<file path="config.mk">
export PLATFORM = sky130hd
export DESIGN_NAME = alu_mul_seq
export DESIGN_NICKNAME = d
export VERILOG_FILES = /design/src/rtl/alu_pkg.sv /design/src/rtl/alu_mul_seq.sv
export SDC_FILE = /design/constraint.sdc
export NUM_CORES = 1
export LEC_CHECK = 0
export ABC_AREA = 1
export ABC_CLOCK_PERIOD_IN_PS = 2040
export BUFFER_PORTS_ARGS = -buffer_cell sky130_fd_sc_hd__buf_2
export CAP_MARGIN = 0
export CORE_ASPECT_RATIO = 0.6
export CORE_MARGIN = 3
export CORE_UTILIZATION = 37
export DETAILED_ROUTE_END_ITERATION = 10
export PLACE_DENSITY = 0.65
export SYNTH_ARGS = -nofsm -noshare
export SYNTH_HDL_FRONTEND = slang
export SYNTH_SLANG_ARGS = --single-unit
</file>
<file path="constraint.sdc">
create_clock -name i_clk -period 2.04 [get_ports i_clk]
set_input_delay 0.102 -clock i_clk [delete_from_list [all_inputs] [get_ports i_clk]]
set_output_delay 0.102 -clock i_clk [all_outputs]
set_load 0.01 [all_outputs]
</file>
<file path="src/rtl/alu_pkg.sv">
// Shared ALU op encodings and multiplier sequencer state enumeration.
package alu_pkg;

   typedef enum logic [1:0] {
      ALU_ADD   = 2'b00,
      ALU_AND   = 2'b01,
      ALU_XOR   = 2'b10,
      ALU_SHIFT = 2'b11
   } alu_op_t;

   typedef enum logic [2:0] {
      ST_IDLE     = 3'd0,
      ST_SHIFT    = 3'd1,
      ST_ADD      = 3'd2,
      ST_ADDSHIFT = 3'd3,
      ST_DONE     = 3'd4
   } mul_state_t;

endpackage

</file>
<file path="src/rtl/alu_mul_seq.sv">
// Unsigned 8x8->16 shift-add multiplier that borrows an external ALU for each add.
// Done pulses 9 + popcount(multiplier) cycles after start is sampled in IDLE.
module alu_mul_seq
   import alu_pkg::*;
(
   input  logic        i_clk,
   input  logic        i_reset,
   input  logic        i_start,
   input  logic [7:0]  i_multiplicand,
   input  logic [7:0]  i_multiplier,
   output logic        o_busy,
   output logic        o_done,
   output logic [15:0] o_product,
   output logic [7:0]  o_a,
   output logic [7:0]  o_aluBus,
   input  logic [7:0]  i_aluBus,
   input  logic        i_aluCarry,
   output logic        o_ctrlAluYNWE,
   output logic        o_ctrlAluNOE,
   output logic        o_ctrlAluSub,
   output logic [1:0]  o_ctrlAluOp
);

   mul_state_t  r_state;
   mul_state_t  w_state_nxt;
   logic [7:0]  r_m;
   logic [7:0]  r_p;
   logic [7:0]  r_q;
   logic [2:0]  r_cnt;
   logic [15:0] r_product;
   logic [7:0]  w_p_nxt;
   logic [7:0]  w_q_nxt;
   logic        w_last;
   logic        w_step;

   assign w_last = (r_cnt == 3'd7);
   assign w_step = (r_state == ST_SHIFT) || (r_state == ST_ADDSHIFT);

   always_comb begin
      w_state_nxt   = r_state;
      w_p_nxt       = r_p;
      w_q_nxt       = r_q;
      o_a           = 8'h00;
      o_aluBus      = 8'h00;
      o_ctrlAluYNWE = 1'b1;
      o_ctrlAluNOE  = 1'b1;
      o_ctrlAluSub  = 1'b0;
      o_ctrlAluOp   = ALU_ADD;
      case (r_state)
         ST_IDLE: begin
            if (i_start) w_state_nxt = i_multiplier[0] ? ST_ADD : ST_SHIFT;
         end
         ST_ADD: begin
            o_a           = r_p;
            o_aluBus      = r_m;
            o_ctrlAluYNWE = 1'b0;
            w_state_nxt   = ST_ADDSHIFT;
         end
         // The ALU's registered sum plus its carry form the 9-bit partial product.
         ST_ADDSHIFT: begin
            o_ctrlAluNOE       = 1'b0;
            {w_p_nxt, w_q_nxt} = {i_aluCarry, i_aluBus, r_q[7:1]};
         end
         ST_SHIFT: begin
            {w_p_nxt, w_q_nxt} = {1'b0, r_p, r_q[7:1]};
         end
         ST_DONE: begin
            w_state_nxt = ST_IDLE;
         end
         default: begin
            w_state_nxt = ST_IDLE;
         end
      endcase
      if (w_step) begin
         if (w_last)          w_state_nxt = ST_DONE;
         else if (w_q_nxt[0]) w_state_nxt = ST_ADD;
         else                 w_state_nxt = ST_SHIFT;
      end
   end

   always_ff @(posedge i_clk) begin
      if (i_reset) begin
         r_state   <= ST_IDLE;
         r_m       <= 8'h00;
         r_p       <= 8'h00;
         r_q       <= 8'h00;
         r_cnt     <= 3'd0;
         r_product <= 16'h0000;
      end else begin
         r_state <= w_state_nxt;
         if (r_state == ST_IDLE && i_start) begin
            r_m   <= i_multiplicand;
            r_q   <= i_multiplier;
            r_p   <= 8'h00;
            r_cnt <= 3'd0;
         end
         if (w_step) begin
            r_p   <= w_p_nxt;
            r_q   <= w_q_nxt;
            r_cnt <= r_cnt + 3'd1;
            // Publish the product on the same edge that enters DONE.
            if (w_last) r_product <= {w_p_nxt, w_q_nxt};
         end
      end
   end

   assign o_busy    = (r_state != ST_IDLE);
   assign o_done    = (r_state == ST_DONE);
   assign o_product = r_product;

endmodule

</file>
==> impl_metrics.py <==
metrics = {
    "finish": {
        "drive_gt1_frac": 0.220,
        "fin_util": 0.479,
        "multiInputGateArea_um2": 912,
        "synthToLayoutAreaGrowth_pct": 20.6,
        "finalNetCount": 397,
        "fill_cells": 557,
        "antennaDiodeCount": 0,
        "seq_area_um2": 901,
    },
    "drt": {
        "drcViolationCount": 0,
        "routed.top_layer": "met4",
        "drt_pass1_iterations": 4,
        "drt_iter0_drc": 74,
        "wire_per_inst_um": 11.9,
        "met2_length_mm": 1.91,
        "dr_wl_met3_um": 438,
        "via_count": 1996,
        "ant_nets": 0,
        "met1_length_mm": 2.71,
        "drt-total-wl_mm": 5.15,
        "vias_per_cell": 4.60,
    },
    "timing": {
        "slew_headroom": 0.595,
        "rsz0062_at_grt": "no",
        "fmax_mhz": 553,
        "setup_viol_count_final": 0,
        "period_share": 0.886,
        "fin_crit_ps": 1810,
        "skew_ps": 3.82,
        "setup_slack_ps": 233,
        "worst_pin_slew_ps": 607,
        "slew_viol_final": 0,
        "hold_viol": 0,
        "finalSetupTns_ps": 0,
    },
    "grt": {
        "grt.overflow.total": 0,
        "first_global_vias": 1787,
        "antenna_found_initial": 0,
        "grt_pass1_wl_mm": 8.27,
        "grtUsageTotal": 0.160,
        "grt_max_degree": 24,
    },
    "yosys": {
        "ys_types": 22,
        "seq_area_frac_synth": 0.432,
        "ys_seq_elements": 45,
        "synth_most_common_cell": "nor2_1",
        "synth_top_area_frac": 0.432,
        "synth_area_leaders": "dfxtp_1, nor2_1, nand2_1, inv_1, nand3_1",
        "yosys.area.top_type": "dfxtp_1",
        "netlist_area_mm2": 0.00209,
        "ys_warn_count": 0,
        "synth_edf_count": 0,
        "syn_area_per_cell_um2": 6.78,
        "netlist_top_cells_count": "nor2_1, nand2_1, inv_1",
        "yosys.area_share.adder": 0.0120,
        "netlist_instances": 308,
        "synth_xor_area_frac": 0,
        "synth_ff_type": "dfxtp_1",
        "synth_top_family_by_area": "simple AND/OR/NAND/NOR gates",
        "synth_mux_area_frac": 0,
        "synthSimpleGateAreaFrac": 0.297,
        "async_flop_share": 0,
        "synth-compound-area-share": 0.122,
    },
    "setup_path": {
        "slowest_stage": "dfxtp_1",
        "required_ps": 1940,
        "max_stage_delay_ps": 590,
        "path_delay_family": "simple AND/OR/NAND/NOR gates",
        "critPathMaxFanout": 17,
        "r2r_start": "r_state[0]",
        "worst-setup-path-type": "flop to output pin",
        "crit_path_end_kind": "output pin",
        "rrSetupSlack_ps": 270,
        "critPathBufInv": 1,
        "critPathLaunchType": "flop",
        "crit_start": "r_state[0]",
        "critPathArrivalTime_ps": 1700,
        "path_cells": "nor2_4 -> nand2_1 -> nor2_1 -> buf_2",
    },
    "power": {
        "switching_share": 0.284,
        "seqPwrFrac": 0.540,
        "internal_power_uw": 1270,
        "p_sw_uw": 502,
        "p_leak_uw": 0.00129,
        "peakVddDrop_mv": 0.294,
        "power_density_mw_per_mm2": 703,
        "p_clk_frac": 0.299,
        "comb_power_share": 0.161,
    },
    "worst_hold_path": {
        "hp-start": "i_aluCarry",
        "hold_path.class": "input port to flop",
    },
    "clock_network": {
        "cts_setup_buffers": 0,
        "numCtsBuffers": 5,
        "clkTransAtPathRegs_ps": 80,
        "clk_latency_ps": 290,
        "cts_tree": "built",
        "cts_buffer_depth": 2,
        "root_buffer": "clkbuf_8",
        "h-tree-depth": 2,
        "ctsHoldBuffers": 0,
        "ctsResizeCount": 0,
        "cts_sinks": 45,
    },
    "floorplanning": {
        "initial_core_util": 0.397,
        "die_y_um": 64.2,
        "die_w_um": 103,
        "core_mm2": 0.00526,
        "rows": 20,
        "io_pins": 67,
        "dieArea_mm2": 0.00661,
    },
    "outcome": {
        "run_status": "finished, final reports clean",
    },
    "place": {
        "routabilityCongestion": 0.797,
        "portBuffers": 63,
        "hpwlAfterDp_mm": 3.78,
        "place_ws_ps": 308,
    },
    "flow_run": {
        "drv_cap": 0,
    },
}
## state kept, by name (all words and copies together), names as in the netlist
| name | count |
|---|---|
| o_product | 16 |
| r_p | 8 |
| r_m | 8 |
| r_q | 7 |
| r_cnt | 3 |
| r_state | 3 |
## power by group through the flow
stage / Clock [µW] / Combinational, µW / Sequential (µW)
after floorplan: 0 / 219 / 959
after detailed placement: 0 / 285 / 976
final: 529 / 286 / 955
after CTS: 551 / 286 / 955
after global placement: 0 / 280 / 975
after global routing: 588 / 326 / 960
## cells by family after synthesis
group | count (synthesis)
adders and majority gates | 2
DFF | 45
buffers and inverters | 67
AOI/OAI and AO/OA | 47
other | 1
and+or+nand+nor | 146
## stage by stage
step / hold slack, ps / power (µW) / std cells / cell area [µm²]
final: 61.0 / 1770 / 434 / 2520
after global routing: 63.4 / 1870 / 434 / 2520
after CTS: 55.4 / 1790 / 434 / 2520
after detailed placement: 374 / 1260 / 426 / 2440
after global placement: 376 / 1250 / 426 / 2440
after floorplan: 171 / 1180 / 310 / 2090
## final timing paths
kind	end	depth (start not counted)
setup / recovery	o_aluBus[6]	4
hold reg to reg	r_m[1]	2
hold / removal	r_p[7]	3
setup reg to reg	r_q[1]	6
## placed cells by master, fill, tap and decap left out
master,n
dfxtp_1,45
nand2_4,1
clkbuf_8,5
nand3_2,1
a21oi_1,22
nand2_1,53
nor2_2,1
conb_1,3
clkbuf_1,3
nor2_4,2
nand3_1,30
o21ai_0,9
nor2_1,56
buf_12,1
o21a_1,8
nor3_1,1
ha_1,2
nand4_1,1
inv_1,46
o21ai_1,8
inv_2,5
buf_2,63
buf_4,2
## worst min-delay path, delay by kind of cell
| family | cells | cell delay (ps) |
|---|---|---|
| AO/OA/AOI/OAI | 1 | 50 |
| buffers and inverters | 1 | 100 |
| AND/OR/NAND/NOR | 1 | 50 |
## per-layer routing
layer / GRT usage / vias up
li1: - / 1061
met1: 0.234 / 853
met2: 0.217 / 73
met3: 0.0447 / 9
met4: 0.0646 / 0
met5: 0 / -
## final cells by class
| cell class | count | area share |
|---|---|---|
| inverter | 51 | 0.0760 |
| clock buffer | 8 | 0.0318 |
| multi-input combinational | 198 | 0.362 |
| timing repair buffer | 66 | 0.139 |
| sequential | 45 | 0.358 |
| tap | 66 | 0.0328 |
Note: power is estimated with default switching activity, not from simulation.
